<file path="config.mk">
export PLATFORM = sky130hd
export DESIGN_NAME = instr_decode_queue_flat
export DESIGN_NICKNAME = d
export VERILOG_FILES = /design/src/rtl/instr_decode_queue_if.sv /design/src/rtl/instr_decode_queue.sv /design/src/flat_wrapper.sv
export SDC_FILE = /design/constraint.sdc
export NUM_CORES = 1
export LEC_CHECK = 0
export ABC_AREA = 0
export CAP_MARGIN = 20
export CORE_UTILIZATION = 45
export CTS_CLUSTER_DIAMETER = 60
export DETAILED_ROUTE_END_ITERATION = 8
export PLACE_DENSITY = 0.66
export SETUP_SLACK_MARGIN = 0.02
export SLEW_MARGIN = 40
export SYNTH_ARGS = -nofsm -noshare
export SYNTH_HDL_FRONTEND = slang
export SYNTH_SLANG_ARGS = --single-unit
</file>
<file path="constraint.sdc">
create_clock -name clk -period 4.1 [get_ports clk]
set_input_delay 0.41 -clock clk [delete_from_list [all_inputs] [get_ports clk]]
set_output_delay 0.41 -clock clk [all_outputs]
set_load 0.02 [all_outputs]
</file>
<file path="src/rtl/instr_decode_queue_if.sv">
// Handshake and decoded-field bundle for instr_decode_queue.
// master drives instructions in and accepts decoded entries out.
interface instr_decode_queue_if #(
  parameter int DEPTH = 4,
  parameter int PC_W  = 32
);
  localparam int CW = $clog2(DEPTH) + 1;

  logic            in_valid;
  logic            in_ready;
  logic [31:0]     Instr;
  logic [PC_W-1:0] pc_in;
  logic            out_valid;
  logic            out_ready;
  logic [6:0]      Op_Code;
  logic [9:0]      funct;
  logic [4:0]      rs1;
  logic [4:0]      rs2;
  logic [4:0]      rd;
  logic [4:0]      shamt;
  logic [31:0]     Imm;
  logic [PC_W-1:0] pc_out;
  logic            illegal;
  logic [CW-1:0]   count;

  modport master (
    output in_valid, Instr, pc_in, out_ready,
    input  in_ready, out_valid, Op_Code, funct,
    input  rs1, rs2, rd, shamt, Imm, pc_out,
    input  illegal, count
  );

  modport slave (
    input  in_valid, Instr, pc_in, out_ready,
    output in_ready, out_valid, Op_Code, funct,
    output rs1, rs2, rd, shamt, Imm, pc_out,
    output illegal, count
  );
endinterface

</file>
<file path="src/rtl/instr_decode_queue.sv">
// RV32I decode-at-push FIFO; head entry presented on the out side.
// Optional macro DECQ_BYPASS_EN: empty-queue 0-cycle pass-through.
module instr_decode_queue #(
  parameter int DEPTH = 4,
  parameter int PC_W  = 32
) (
  input logic clk,
  input logic rst,
  input logic flush,
  instr_decode_queue_if.slave q
);
  localparam int AW = $clog2(DEPTH);
  localparam int CW = AW + 1;

  typedef struct packed {
    logic [6:0]      op;
    logic [9:0]      funct;
    logic [4:0]      rs1;
    logic [4:0]      rs2;
    logic [4:0]      rd;
    logic [4:0]      shamt;
    logic [31:0]     imm;
    logic [PC_W-1:0] pc;
    logic            ill;
  } entry_t;

  entry_t        mem_q [DEPTH];
  entry_t        mem_d [DEPTH];
  logic [AW-1:0] head_q, head_d;
  logic [AW-1:0] tail_q, tail_d;
  logic [CW-1:0] count_q, count_d;

  entry_t dec;
  entry_t sel;
  logic   byp;
  logic   push;
  logic   pop;
  logic   full;
  logic   empty;

  logic [31:0] ins;
  logic is_r, is_i, is_s, is_b, is_u, is_j;

  assign ins   = q.Instr;
  assign is_r  = ins[6:0] == 7'b0110011;
  assign is_i  = ins[6:0] == 7'b0000011 ||
                 ins[6:0] == 7'b0010011 ||
                 ins[6:0] == 7'b1100111;
  assign is_s  = ins[6:0] == 7'b0100011;
  assign is_b  = ins[6:0] == 7'b1100011;
  assign is_u  = ins[6:0] == 7'b0110111 ||
                 ins[6:0] == 7'b0010111;
  assign is_j  = ins[6:0] == 7'b1101111;

  // Decode the incoming instruction into a queue entry.
  always_comb begin
    dec       = '0;
    dec.op    = ins[6:0];
    dec.funct = {ins[31:25], ins[14:12]};
    dec.rs1   = ins[19:15];
    dec.rs2   = ins[24:20];
    dec.shamt = ins[24:20];
    dec.rd    = (is_s || is_b) ? 5'd0 : ins[11:7];
    dec.pc    = q.pc_in;
    unique case (1'b1)
      is_i: dec.imm = {{20{ins[31]}}, ins[31:20]};
      is_s: dec.imm = {{20{ins[31]}}, ins[31:25],
                       ins[11:7]};
      is_b: dec.imm = {{19{ins[31]}}, ins[31], ins[7],
                       ins[30:25], ins[11:8], 1'b0};
      is_u: dec.imm = {ins[31:12], 12'b0};
      is_j: dec.imm = {{11{ins[31]}}, ins[31],
                       ins[19:12], ins[20],
                       ins[30:21], 1'b0};
      is_r: dec.imm = '0;
      default: dec.ill = 1'b1;
    endcase
  end

  assign empty = count_q == '0;
  assign full  = count_q == CW'(DEPTH);

`ifdef DECQ_BYPASS_EN
  assign byp = empty && q.in_valid && q.out_ready &&
               !flush && !rst;
`else
  assign byp = 1'b0;
`endif

  assign push = q.in_valid && !full && !flush && !byp;
  assign pop  = !empty && q.out_ready && !flush;

  // Next-state pointers, occupancy and storage write.
  always_comb begin
    head_d  = head_q;
    tail_d  = tail_q;
    count_d = count_q;
    mem_d   = mem_q;
    if (push) begin
      mem_d[tail_q] = dec;
      tail_d        = tail_q + 1'b1;
    end
    if (pop) head_d = head_q + 1'b1;
    if (push && !pop) count_d = count_q + 1'b1;
    if (pop && !push) count_d = count_q - 1'b1;
    if (flush) begin
      head_d  = '0;
      tail_d  = '0;
      count_d = '0;
    end
  end

  // Register pointers, count and entries; reset clears all.
  always_ff @(posedge clk) begin
    if (rst) begin
      head_q  <= '0;
      tail_q  <= '0;
      count_q <= '0;
      for (int i = 0; i < DEPTH; i++) mem_q[i] <= '0;
    end else begin
      head_q  <= head_d;
      tail_q  <= tail_d;
      count_q <= count_d;
      mem_q   <= mem_d;
    end
  end

  // Pick the presented entry: bypassed input or queue head.
  always_comb begin
    sel = '0;
    if (rst)         sel = '0;
    else if (byp)    sel = dec;
    else if (!empty) sel = mem_q[head_q];
  end

  assign q.in_ready  = !full;
  assign q.out_valid = !rst && (byp || !empty);
  assign q.Op_Code   = sel.op;
  assign q.funct     = sel.funct;
  assign q.rs1       = sel.rs1;
  assign q.rs2       = sel.rs2;
  assign q.rd        = sel.rd;
  assign q.shamt     = sel.shamt;
  assign q.Imm       = sel.imm;
  assign q.pc_out    = sel.pc;
  assign q.illegal   = sel.ill;
  assign q.count     = count_q;
endmodule

</file>
<file path="src/flat_wrapper.sv">
// flat-port wrapper written by rule: the top's interface ports become plain ports
module instr_decode_queue_flat 
#(
  parameter int DEPTH = 4,
  parameter int PC_W  = 32
)
  (clk, rst, flush, q_in_valid, q_Instr, q_pc_in, q_out_ready, q_in_ready, q_out_valid, q_Op_Code, q_funct, q_rs1, q_rs2, q_rd, q_shamt, q_Imm, q_pc_out, q_illegal, q_count);
  instr_decode_queue_if #(.DEPTH(DEPTH), .PC_W(PC_W)) q_i ();
  input logic clk;
  input logic rst;
  input logic flush;
  input wire logic [$bits(q_i.in_valid)-1:0] q_in_valid;
  input wire logic [$bits(q_i.Instr)-1:0] q_Instr;
  input wire logic [$bits(q_i.pc_in)-1:0] q_pc_in;
  input wire logic [$bits(q_i.out_ready)-1:0] q_out_ready;
  output wire logic [$bits(q_i.in_ready)-1:0] q_in_ready;
  output wire logic [$bits(q_i.out_valid)-1:0] q_out_valid;
  output wire logic [$bits(q_i.Op_Code)-1:0] q_Op_Code;
  output wire logic [$bits(q_i.funct)-1:0] q_funct;
  output wire logic [$bits(q_i.rs1)-1:0] q_rs1;
  output wire logic [$bits(q_i.rs2)-1:0] q_rs2;
  output wire logic [$bits(q_i.rd)-1:0] q_rd;
  output wire logic [$bits(q_i.shamt)-1:0] q_shamt;
  output wire logic [$bits(q_i.Imm)-1:0] q_Imm;
  output wire logic [$bits(q_i.pc_out)-1:0] q_pc_out;
  output wire logic [$bits(q_i.illegal)-1:0] q_illegal;
  output wire logic [$bits(q_i.count)-1:0] q_count;
  assign q_i.in_valid = q_in_valid;
  assign q_i.Instr = q_Instr;
  assign q_i.pc_in = q_pc_in;
  assign q_i.out_ready = q_out_ready;
  assign q_in_ready = q_i.in_ready;
  assign q_out_valid = q_i.out_valid;
  assign q_Op_Code = q_i.Op_Code;
  assign q_funct = q_i.funct;
  assign q_rs1 = q_i.rs1;
  assign q_rs2 = q_i.rs2;
  assign q_rd = q_i.rd;
  assign q_shamt = q_i.shamt;
  assign q_Imm = q_i.Imm;
  assign q_pc_out = q_i.pc_out;
  assign q_illegal = q_i.illegal;
  assign q_count = q_i.count;
  instr_decode_queue #(.DEPTH(DEPTH), .PC_W(PC_W)) u_core (.clk(clk), .rst(rst), .flush(flush), .q(q_i));
endmodule
</file>
Word level (Yosys, flattened, before mapping):

Cells that the tools add are included.

* bits in writable memories: 0
* latch bits: 0
* bits in read-only memories: 0
* output and inout port bits: 107
* memories: 0
* bits in registers: 415

* shift-type cells: 0
* bitwise operators: 2
* mux-type cells: 13
* equal/unequal tests: 10
* order comparisons: 3
* reductions and logical operators: 22
* multiply operators: 0
* div/mod/pow operators: 0
* add/subtract/negate cells: 4

Operators by type and width (count)
* 102-bit 2-to-1 mux: 5
* 408-bit bitwise mux: 1
* 102-bit binary-select mux with 2-bit select: 1
* 102-bit demux with 2-bit select: 1
* 32-bit one-hot mux with 5 select lines: 1
* 7-bit by 6-bit equality test with 1-bit output, second input constant: 3
* 7-bit equality test, second input constant: 3
* 7-bit by 5-bit equality test with 1-bit output, second input constant: 2
* 1-bit logical AND: 8
* 7-bit by 2-bit equality test with 1-bit output, second input constant: 1
* 3-bit greater-or-equal comparator, second input constant: 2
* 1-bit zero test: 6
* 3-bit 2-to-1 mux: 2
* 2-bit NOT with 3-bit output: 2
* 6-bit OR reduction: 1
* 5-bit 2-to-1 mux: 1
* 2-bit by 1-bit adder with 2-bit output, second input constant: 2
* 1-bit logical OR: 4
* 3-bit by 1-bit adder with 3-bit output, second input constant: 1
* 3-bit equality test, second input constant: 1
* 3-bit zero test: 1
* 3-bit by 1-bit < comparator with 1-bit output, second input constant: 1
* 3-bit by 1-bit subtractor with 3-bit output, second input constant: 1
* 2-bit nonzero test: 1
* 2 further kinds: 2

Logic depth before layout (Yosys ltp):

* word-level depth: 8
* gate-level depth with buffers: 10
* mapped depth without buffers: 10

Worst setup path after synthesis:

No wires, ideal clock.

* path kind: reg2reg
* start: register u_core.count_q[2] (netlist: u_core.q.count[2])
* end: register u_core.count_q[2] (netlist: u_core.q.count[2])
* path slack: 1.640 ns
* clock period less this slack: 2.460 ns
* path buffers: 0
* arrival: 2.390 ns
* stages on the path, launching flop included: 11
* setup time: 0.070 ns
* path through: dfxtp_1 > nor3b_4 > inv_2 > nand2_1 > or2_2 > ha_1 > inv_1 > fa_1 > xor2_1 > or3_1 > a21oi_1

* word-level cells in the longest chain between the ends: 7
* elaborated cells between the ends (all ways): 17
* those cells by class: 2 x add/sub; 1 x eq/ne; 2 x mux; 12 x reduce/logical

Ends and longest elaborated chain
* start: declaration: RTL line instr_decode_queue.sv:31 `logic [CW-1:0] count_q, count_d;`
* start signal: assignment: RTL line instr_decode_queue.sv:123 `count_q <= count_d;`
* 3-bit equality test (*): RTL line instr_decode_queue.sv:81 `assign full = count_q == CW'(DEPTH);`
* 1-bit zero test (*)
* named net q_in_ready: RTL line flat_wrapper.sv:16 `output wire logic [$bits(q_i.in_ready)-1:0] q_in_ready;`
* 1-bit logical AND (*) (2 in series): RTL line instr_decode_queue.sv:90 `assign push = q.in_valid && !full && !flush && !byp;`
* 1-bit zero test: RTL line instr_decode_queue.sv:105 `if (pop && !push) count_d = count_q - 1'b1;`
* 1-bit logical AND: RTL line instr_decode_queue.sv:105
* 3-bit 2-to-1 mux or 2-bit nonzero test (tied branches)

The timed path passes the listed nets; every way through them passes the cells marked *. The select of a mux whose other input is x is not followed.
A chain may end at the register's enable or synchronous reset.

Final worst setup path:

* start: register u_core.head_q[0]
* end: output q_rd[2]

* word-level cells in the longest chain between the ends: 6

Ends and longest elaborated chain
* start: declaration: RTL line instr_decode_queue.sv:29 `logic [AW-1:0] head_q, head_d;`
* start signal: assignment: RTL line instr_decode_queue.sv:116 `head_q <= '0;`
* start signal: assignment: RTL line instr_decode_queue.sv:121 `head_q <= head_d;`
* 2-bit NOT with 3-bit output (implied by the code): RTL line instr_decode_queue.sv:133 `else if (!empty) sel = mem_q[head_q];`
* 102-bit binary-select mux with 2-bit select: RTL line instr_decode_queue.sv:133
* 102-bit 2-to-1 mux (implied by the code) (2 in series): RTL line instr_decode_queue.sv:133
* 102-bit 2-to-1 mux: RTL line instr_decode_queue.sv:133
* 102-bit 2-to-1 mux: RTL line instr_decode_queue.sv:131 `if (rst) sel = '0;`
* end: declaration: RTL line flat_wrapper.sv:22 `output wire logic [$bits(q_i.rd)-1:0] q_rd;`

Every way passes these cells. The select of a mux whose other input is x is not followed.

==> flow_summary.yaml <==
power:
  power.share.switching_pct: 22.9
  comb_power_share_pct: 6.0
  seq_power_share_pct: 47.3
  p_leak_uw: 0.00683
  p_sw_uw: 1900
  internal_power_uw: 6410
  p_per_area_nw_per_um2: 401
  ir_drop_mv: 0.258
  clkPwrFrac_pct: 46.7
yosys:
  synthFlopType: "dfxtp_1"
  ys_ff_latch: 395
  syn_inst: 1972
  syn_area_um2: 17300
  synth_seq_area_share_pct: 45.6
  synth.distinct_cells: 51
  synth_edf_count: 0
  synth.avg_cell_area_um2: 8.79
  yosysTopAreaCellShare_pct: 45.6
  synth_nets: 2047
  synth_top_area_cell: "dfxtp_1"
  async_flop_share_pct: 0
  synth_area_leaders: "dfxtp_1, nand2_1, mux4_2, a21oi_1, and2_1"
  synth-warning-count: 0
timing:
  slew-limit-headroom_pct: 44.8
  fin_crit_sh_pct: 81.2
  fmax_mhz: 300
  timing_max_transition_violations_final: 0
  hold_viol: 0
  setup-violations-final: 0
  tns_ps: 0
  holdWs_ps: 385
  skew_ps: 14.2
  tightest_slew_ps: 828
  rsz0062_at_grt: "false"
  finalCriticalPeriod_ps: 3330
floorplanning:
  rows: 71
  initial_core_util_pct: 45.9
  die_h_um: 198
  die_x_um: 198
  ios: 176
  design.die.area_um2: 39300
  core_um2: 37800
routing:
  wirelength_mm: 51.3
  vias_per_cell: 5.66
  drc: 0
  num_vias: 14600
  drt_iter0_drc: 1192
  dr.pass1.iters: 6
  wire_per_inst_um: 19.9
  ant_nets: 0
placed_design:
  hpwlAfterDp_mm: 30.5
  numPortBuffers: 175
  place.gp.congestion: 0.809
  place_area_um2: 19300
grt:
  grt_max_degree: 117
  grt_pass1_vias: 14200
  gr-total-overflow: 0
  antenna_found_initial: 3
  grt_pass1_wl_mm: 79.8
  track_usage_pct: 25.9
cts:
  cts_hold_buf: 0
  cts_tree: "built"
  cts.sinks: 395
  clk_latency_ps: 530
  post_cts_buffers: 0
  cts_buffers: 43
  clk_pin_slew_ps: 60
  htree_levels: 2
  cts_resized: 0
  clockRootBuffer: "clkbuf_16"
  clockBufferDepth: 3
setup_path:
  r2r-start: "u_core.q.count[2]"
  r2r_cells: 10
  crit_type: "reg -> out"
  end_kind: "primary output"
  crit_path_start_kind: "flop"
  worstSetupStartpoint: "u_core.head_q[0]"
  cp.arrival_ps: 2920
  required_ps: 3690
  worst-path-max-fanout: 21
min_path:
  whs_path_depth: 2
  hold_path_class: "in -> reg"
  hold_start: "rst"
layout:
  nets: 2112
  layout_commonest_cell: "nand2_1"
  layout_common_cells: "nand2_1, dfxtp_1, a21oi_1"
  final_cell_area_um2: 20800
  synthToLayoutAreaGrowth_pct: 19.8
  drive_above_1_share_pct: 11.1
flow_run:
  maxCapViolCount: 0
outcome:
  outcome: "complete, no violations"
-- registers in the layout, summed over array words and instances, names as in the netlist --
signal and count:
u_core.tail_q 2, u_core.mem_q 388, u_core.head_q 2, u_core.q.count 3
-- path summary, 6_finish.rpt --
check,slack [ps],endpoint
hold reg to reg,440,u_core.mem_q[152]
setup reg to reg,1160,u_core.q.count[2]
setup / recovery,770,q_rd[2]
hold / removal,390,u_core.mem_q[199]
-- worst max-delay path, cell delays in order (launching register included) --
cell and delay, ps:
dfxtp_4 650, buf_4 390, mux4_2 550, and2_1 220
clkdlybuf4s50_1 560
-- synthesized netlist by cell type, types with 20 or more instances --
master    instances
nand2_1         591
dfxtp_1         395
a21oi_1         305
and2_1           99
clkbuf_1         97
mux4_2           97
buf_2            66
nand3_1          50
nor2_1           38
o21ai_0          29
mux2i_1          23
a22oi_1          22
a32oi_1          20
-- layout make-up --
cell class | count | area [um^2]
fillers | 3396 | 17000
multi-input cells | 1382 | 8590
flip-flops and latches | 395 | 7920
repair buffers | 206 | 2140
clock buffers | 62 | 1300
well taps | 511 | 639
clock inverters | 15 | 131
inverters | 9 | 33.8
diodes | 2 | 5.00
-- cells by family (layout without fill, tap and decap cells) --
family | count (synthesis) | in the layout | synth area share [%]
compound gates | 426 | 426 | 13.9
other cells | 0 | 2 | 0
buf+inv | 195 | 292 | 5.11
simple gates | 825 | 825 | 20.6
xor+xnor | 5 | 5 | 0.253
flops | 395 | 395 | 45.6
mux | 120 | 120 | 13.9
fa+ha+maj | 6 | 6 | 0.477
-- metrics by stage --
step                      setup slack [ps]  instances  utilization [%]  power (uW)
after floorplan                       1640       1972                -        4290
after global placement                1180       2501             50.9        4490
after detailed placement              1160       2501             51.0        4500
after CTS                              722       2578             54.8        8360
after global routing                   618       2581             55.0        8590
final                                  771       2582             55.0        8310
-- metal layers --
layer	up-vias	GRT usage [%]	share of wire [%]
li1	6891	-	-
met1	7069	34.3	42
met2	566	42.0	47
met3	93	4.17	7.5
met4	2	11.1	3.6
met5	-	0	0.027
-- power by group through the flow --
stage	Clock, uW	Sequential (uW)	Combinational, uW
finish	3880	3930	502
global route	4120	3930	536
CTS	3940	3930	493
detailed placement	0	4010	491
global placement	0	4010	483
floorplan	0	4000	286
Note: power is estimated with default switching activity, not from simulation.
